### src/rtl/trap_pkg.sv
// Shared cause codes, FSM encoding and counter width
// for the trap controller slice.
package trap_pkg;

  localparam logic [4:0] CAUSE_ILLEGAL   = 5'd2;
  localparam logic [4:0] CAUSE_MISALIGN  = 5'd4;
  localparam logic [4:0] CAUSE_MEM_FAULT = 5'd5;
  localparam logic [4:0] CAUSE_OVERFLOW  = 5'd12;

  localparam int CNT_W = 4;

  typedef enum logic [2:0] {
    ST_IDLE,
    ST_FLUSH,
    ST_REDIRECT,
    ST_ERET_READ,
    ST_ERET_REDIR
  } trap_state_t;

endpackage

### src/rtl/trap_prio_enc.sv
// Picks the oldest pending trap request; the MEM stage
// outranks EX, which outranks ID.
module trap_prio_enc
  import trap_pkg::*;
(
  input  logic        id_illegal,
  input  logic        ex_overflow,
  input  logic        mem_misalign,
  input  logic        mem_fault,
  input  logic        eret_req,
  input  logic [31:0] id_pc,
  input  logic [31:0] ex_pc,
  input  logic [31:0] mem_pc,
  output logic        hit,
  output logic        is_eret,
  output logic [31:0] sel_pc,
  output logic [4:0]  sel_cause
);

  always_comb begin
    hit       = 1'b0;
    is_eret   = 1'b0;
    sel_pc    = '0;
    sel_cause = '0;
    priority case (1'b1)
      mem_misalign: begin
        hit       = 1'b1;
        sel_pc    = mem_pc;
        sel_cause = CAUSE_MISALIGN;
      end
      mem_fault: begin
        hit       = 1'b1;
        sel_pc    = mem_pc;
        sel_cause = CAUSE_MEM_FAULT;
      end
      eret_req: begin
        hit     = 1'b1;
        is_eret = 1'b1;
        sel_pc  = mem_pc;
      end
      ex_overflow: begin
        hit       = 1'b1;
        sel_pc    = ex_pc;
        sel_cause = CAUSE_OVERFLOW;
      end
      id_illegal: begin
        hit       = 1'b1;
        sel_pc    = id_pc;
        sel_cause = CAUSE_ILLEGAL;
      end
      default: ;
    endcase
  end

endmodule

### src/rtl/trap_ctrl.sv
// Trap/return sequencer: CSR write strobe, pipeline flush
// and fetch redirect to the handler or back to EPC.
module trap_ctrl
  import trap_pkg::*;
#(
  parameter logic [31:0] TRAP_VECTOR  = 32'h0000_1000,
  parameter int          FLUSH_CYCLES = 3
) (
  input  logic        clk,
  input  logic        reset,
  input  logic        id_illegal,
  input  logic [31:0] id_pc,
  input  logic        ex_overflow,
  input  logic [31:0] ex_pc,
  input  logic        mem_misalign,
  input  logic        mem_fault,
  input  logic [31:0] mem_pc,
  input  logic        eret_req,
  input  logic [31:0] csr_epc,
  output logic        exception_sig,
  output logic [31:0] exception_pc,
  output logic [4:0]  exception_cause,
  output logic        CSR_inst_on,
  output logic        flush,
  output logic        redirect_valid,
  output logic [31:0] redirect_pc,
  output logic        busy
);

  trap_state_t      state, state_n;
  logic [CNT_W-1:0] cnt, cnt_n;
  logic             sig_n;

  logic        hit;
  logic        is_eret;
  logic [31:0] sel_pc;
  logic [4:0]  sel_cause;

  trap_prio_enc u_prio (
    .id_illegal   (id_illegal),
    .ex_overflow  (ex_overflow),
    .mem_misalign (mem_misalign),
    .mem_fault    (mem_fault),
    .eret_req     (eret_req),
    .id_pc        (id_pc),
    .ex_pc        (ex_pc),
    .mem_pc       (mem_pc),
    .hit          (hit),
    .is_eret      (is_eret),
    .sel_pc       (sel_pc),
    .sel_cause    (sel_cause)
  );

  always_comb begin
    state_n = state;
    cnt_n   = cnt;
    sig_n   = 1'b0;
    unique case (state)
      ST_IDLE: begin
        if (hit && is_eret) begin
          state_n = ST_ERET_READ;
        end else if (hit) begin
          state_n = ST_FLUSH;
          cnt_n   = CNT_W'(FLUSH_CYCLES - 1);
          sig_n   = 1'b1;
        end
      end
      ST_FLUSH: begin
        if (cnt == '0) state_n = ST_REDIRECT;
        else           cnt_n   = cnt - CNT_W'(1);
      end
      ST_REDIRECT:   state_n = ST_IDLE;
      ST_ERET_READ:  state_n = ST_ERET_REDIR;
      ST_ERET_REDIR: state_n = ST_IDLE;
      default:       state_n = ST_IDLE;
    endcase
  end

  // Outputs are decoded from the next state so they line
  // up with the state they describe.
  always_ff @(posedge clk) begin
    if (reset) begin
      state           <= ST_IDLE;
      cnt             <= '0;
      exception_sig   <= 1'b0;
      exception_pc    <= '0;
      exception_cause <= '0;
      CSR_inst_on     <= 1'b0;
      flush           <= 1'b0;
      redirect_valid  <= 1'b0;
      redirect_pc     <= '0;
      busy            <= 1'b0;
    end else begin
      state          <= state_n;
      cnt            <= cnt_n;
      exception_sig  <= sig_n;
      CSR_inst_on    <= (state_n == ST_ERET_READ);
      flush          <= (state_n == ST_FLUSH) ||
                        (state_n == ST_ERET_READ);
      redirect_valid <= (state_n == ST_REDIRECT) ||
                        (state_n == ST_ERET_REDIR);
      busy           <= (state_n != ST_IDLE);
      if (sig_n) begin
        exception_pc    <= sel_pc;
        exception_cause <= sel_cause;
      end
      if (state_n == ST_REDIRECT)
        redirect_pc <= TRAP_VECTOR;
      else if (state_n == ST_ERET_REDIR)
        redirect_pc <= csr_epc;
    end
  end

endmodule

### config.mk
export PLATFORM = sky130hd
export DESIGN_NAME = trap_ctrl
export DESIGN_NICKNAME = d
export VERILOG_FILES = /design/src/rtl/trap_pkg.sv /design/src/rtl/trap_prio_enc.sv /design/src/rtl/trap_ctrl.sv
export SDC_FILE = /design/constraint.sdc
export NUM_CORES = 1
export LEC_CHECK = 0
export ABC_AREA = 1
export ABC_CLOCK_PERIOD_IN_PS = 1400
export BUFFER_PORTS_ARGS = -buffer_cell sky130_fd_sc_hd__buf_2
export CORE_ASPECT_RATIO = 1.1
export CORE_UTILIZATION = 45
export CTS_CLUSTER_DIAMETER = 100
export DETAILED_ROUTE_END_ITERATION = 10
export PLACE_DENSITY = 0.87
export SKIP_LAST_GASP = 1
export SYNTH_ARGS = -nofsm -noshare
export SYNTH_HDL_FRONTEND = slang
export SYNTH_SLANG_ARGS = --single-unit
### constraint.sdc
create_clock -name clk -period 1.4 [get_ports clk]
set_input_delay 0.14 -clock clk [delete_from_list [all_inputs] [get_ports clk]]
set_output_delay 0.14 -clock clk [all_outputs]
set_load 0.02 [all_outputs]
## Word level (Yosys, flattened, before mapping)

Cells that the tools add are included.

| word-level totals | value |
|---|---|
| register bits after elaboration | 81 |
| output and inout bits | 74 |
| word-level logic and storage cells | 62 |

| operators by class | value |
|---|---|
| add/sub/neg operators | 1 |
| equal/unequal tests | 9 |
| multiplexer cells | 31 |
| reduce and logical (&&, ||, !) cells | 10 |

Operators with widths:

| cell | count |
|---|---|
| 32-bit 2-to-1 mux | 5 |
| 13-bit 2-to-1 mux | 2 |
| 5-bit 2-to-1 mux | 4 |
| 4-bit 2-to-1 mux | 3 |
| 1-bit 2-to-1 mux | 11 |
| 3-bit by 2-bit equality test with 1-bit output (second input constant) | 3 |
| 3-bit 2-to-1 mux | 3 |
| 3-bit one-hot mux with 3 select lines | 1 |
| 4-bit one-hot mux with 2 select lines | 1 |
| 3-bit by 1-bit equality test with 1-bit output (second input constant) | 2 |
| 2-bit != test (second input constant) | 3 |
| 4-bit zero test | 1 |
| 4-bit AND reduction | 1 |
| 2-bit nonzero test | 2 |
| 4-bit by 1-bit subtractor with 4-bit output (second input constant) | 1 |
| 3-bit equality test (second input constant) | 1 |
| 3-bit zero test | 1 |
| 3-bit nonzero test | 1 |
| 1-bit logical OR | 2 |
| 2-bit 2-to-1 mux | 1 |
| 2-bit OR reduction | 1 |
| 1-bit logical AND | 1 |

## Longest topological paths before layout

| logic depth | value |
|---|---|
| word-level depth | 11 |
| depth in mapped cells | 9 |
| depth with buffers taken out | 8 |

## Cells and area by module

A second synthesis with hierarchy kept.

| second synthesis, totals | value |
|---|---|
| cells, all modules | 631 |
| area total of the unflattened synthesis | 3981.3 µm² |

By module, submodules not included:

| module | instances | cells each | area an instance (µm²) | seq. area each (µm²) |
|---|---|---|---|---|
| trap_ctrl | 1 | 367 | 2832.7 | 1621.6 |
| trap_prio_enc | 1 | 264 | 1148.6 | 0.0 |

## Worst setup path after synthesis

No wires, ideal clock.

| timing path | value |
|---|---|
| path type | register to register |
| start point | reg state[2] |
| end point | reg exception_pc[21] |
| library setup time | 0.128 ns |
| arrival time | 1.053 ns |
| slack | 0.219 ns |
| cell stages (with the launch flop) | 10 |
| clock period less this slack | 1.181 ns |
| path through | dfxtp_1 > nor2_2 > nand2_2 > inv_2 > nand2_4 > buf_6 > nand2_1 > nand2_1 > nor2_1 > nor2_1 |

| between the ends | value |
|---|---|
| cells in the longest elaborated chain, start to end | 2 |

Ends and longest elaborated chain:

| item | RTL line | source |
|---|---|---|
| from (decl) | trap_ctrl.sv:30 | `trap_state_t state, state_n;` |
| from (signal assigned) | trap_ctrl.sv:94 | `state <= state_n;` |
| 3-bit zero test | trap_ctrl.sv:58 | `unique case (state)` |
| 1-bit 2-to-1 mux | trap_ctrl.sv:58 |  |
| to (signal assigned) | trap_ctrl.sv:104 | `exception_pc <= sel_pc;` |
| to (decl) | trap_ctrl.sv:21 | `output logic [31:0] exception_pc,` |

Every way passes these cells.
A chain may end at the register's enable or synchronous reset.

## Worst setup path in the final report

| timing path | value |
|---|---|
| start point | reg state[1] |
| end point | reg exception_pc[8] |

The elaborated chain is that of the path after synthesis.

==> impl_metrics.json <==
{
  "maxCapViolations": 0,
  "cts_sinks": 80,
  "final_cell_count_no_fill": 919,
  "cts-root-buf": "clkbuf_8",
  "coreArea_mm2": 0.00836,
  "yosysSeqAreaShare_pct": 41.3,
  "die_x_um": 90.5,
  "synthCells": 597,
  "initial_core_util_pct": 46.4,
  "drc_errors": 0,
  "firstDrtPassIters": 4,
  "cp.required_ps": 1650,
  "synth-seq-cells": 80,
  "critPathMaxStageDelay_ps": 470,
  "grt_max_degree": 34,
  "outcome": "finished, final reports clean",
  "startpoint": "state[1]",
  "setup_tns_ps": 0,
  "track_usage_pct": 22.8,
  "crit_path_frequent_cell": "nand2_1",
  "wl_per_cell_um": 11.2,
  "synth_area_mm2": 0.00388,
  "cts_tree": "built",
  "placed_area_mm2": 0.00505,
  "clk_pin_slew_worst_paths_ps": 90,
  "total_power_uw": 7270,
  "clock_skew_ps": 14.6,
  "setup_viol": 0,
  "worstPathMaxFanout": 17,
  "antenna_left": 0,
  "n_antenna_cell": 0,
  "dp_hpwl_um": 7640,
  "num_io_pins": 209,
  "rsz0062_at_grt": "yes",
  "numCtsBuffers": 9,
  "clock_latency_ps": 350,
  "path_cells": "nor2_4, nand2_2, inv_4, nand2_8, buf_4, nand2_1, nand2_1, nor2_1",
  "die_area_mm2": 0.00900,
  "ir_drop_mv": 0.640,
  "drv_slew": 0,
  "gr-total-overflow": 0,
  "port_buffers": 207,
  "htreeDepth": 3,
  "synthesis.nets": 733,
  "vias_per_cell": 4.68,
  "hp-class": "input pin to register",
  "fmax_ghz": 0.763,
  "rr_startpoint": "state[1]",
  "vias": 4299,
  "synth_cell_types": 25,
  "yosys_warnings": 0,
  "hold_violations": 0,
  "p_per_area_mw_per_mm2": 1360,
  "clockBufferDepth": 2,
  "timing.final.crit_share_pct": 93.7,
  "area_growth_syn_to_layout_pct": 37.4,
  "hp-start": "csr_epc[22]",
  "die_height_um": 99.4,
  "routed_wl_um": 10300,
  "cp_slowest_cell": "dfxtp_1",
  "p_leak_uw": 0.00283,
  "nNetsFinal": 939,
  "finalInstanceArea_mm2": 0.00533,
  "path_class": "register to register",
  "fp-row-count": 35,
  "critPathLaunchType": "register",
  "cp-end-kind": "register",
  "grt_pass1_wl_um": 16700,
  "place_inst": 900,
  "place.gp.congestion": 0.805,
  "detail_route.iter0.violations": 174,
  "fin_crit_ps": 1310,
  "utilization_pct": 63.7,
  "grt_antenna_before_repair": 0,
  "arrival_ps": 1560,
  "grt_pass1_vias": 3763,
  "drive_above_1_share_pct": 32.9,
  "avgSynthCellArea_um2": 6.50,
  "ctsHoldBuffers": 0
}
[sequential cells by signal, indices dropped and copies added, names as in the netlist]
signal / flops
exception_pc: 32
redirect_pc: 32
cnt: 4
exception_cause: 4
state: 3
CSR_inst_on: 1
busy: 1
exception_sig: 1
flush: 1
redirect_valid: 1
[worst max-delay path: cells and delay by family (launching register included)]
family        cells  cell delay, ps
simple gates      6             460
buf+inv           2             290
flops             1             470
[through the flow]
stage	hold slack [ps]	worst slack [ps]
global placement	388	103
detailed placement	395	49.6
floorplan	283	219
global route	4.41	-19.6
finish	18.0	88.8
CTS	2.49	36.6
[cell usage in the layout, fill, tap and decap left out, types with 2 or more instances in the layout]
cell type	netlist	layout
buf_4	7	14
inv_1	46	45
o21ai_1	2	2
nand2_1	218	217
nand3_2	2	3
nand2_2	2	3
inv_2	4	4
nand3b_1	2	2
nor2_1	92	92
o21ai_0	8	8
clkbuf_8	0	9
buf_2	15	207
buf_12	0	7
a21oi_1	38	38
nor2_4	3	4
inv_6	0	3
nand3_1	57	56
dfxtp_1	80	79
[routing by layer]
metal / wire [um] / track usage (%) / vias to the layer above
met5: 0 / 0 / -
li1: - / - / 2247
met1: 4380 / 26.6 / 1872
met3: 667 / 5.28 / 17
met4: 201 / 9.06 / 0
met2: 5060 / 40.3 / 163
[logic make-up (layout without fill, tap and decap cells)]
logic type,after synthesis,count (layout),share of synthesized area (%)
adder cells (fa/ha/maj),1,1,0.322
other,1,1,0.0967
AND/OR/NAND/NOR,381,381,40.6
XOR/XNOR,1,1,0.226
AO/OA/AOI/OAI,49,49,6.61
buffers and inverters,84,295,10.8
flip-flops,80,80,41.3
[cells in the mapped netlist, drive strengths merged]
library cell    n  share of area, %
nor2           97                10
ha              1              0.32
nand3          59               7.9
nand4           1              0.16
clkbuf          4              0.39
dfxtp          80                41
xnor2           1              0.23
o21ai          11               1.7
buf            30               5.6
a21oi          38               4.9
nand2         221                22
conb            1             0.097
inv            50               4.8
nor3            1              0.42
nand3b          2              0.39
[worst paths after layout]
path	endpoint	slack, ps	depth (start not counted)
max	exception_pc[8]	90	8
min	redirect_pc[22]	20	3
max reg2reg	exception_pc[8]	90	8
min reg2reg	redirect_pc[5]	460	2
[layout make-up]
type	count	area (um^2)
inverter	50	190
multi-input combinational	433	1880
fill	799	3030
clock buffer	9	124
tap	111	139
timing repair buffer	229	1310
clock inverter	7	83.8
sequential	80	1610
[timing repair]
item | 4_1_cts | 5_1_grt
setup buffers | 0 | 2
endpoints found under the setup margin | 0 | 55
endpoints found under the hold margin | 0 | 0
resized for setup | 0 | 9
[power by group]
group          total (uW)  internal (uW)  switching, uW
combinational        2680           1040           1630
clock                1770            858            915
sequential           2820           2630            186
total                7270           4530           2740
(Power assumes the default switching activity.)
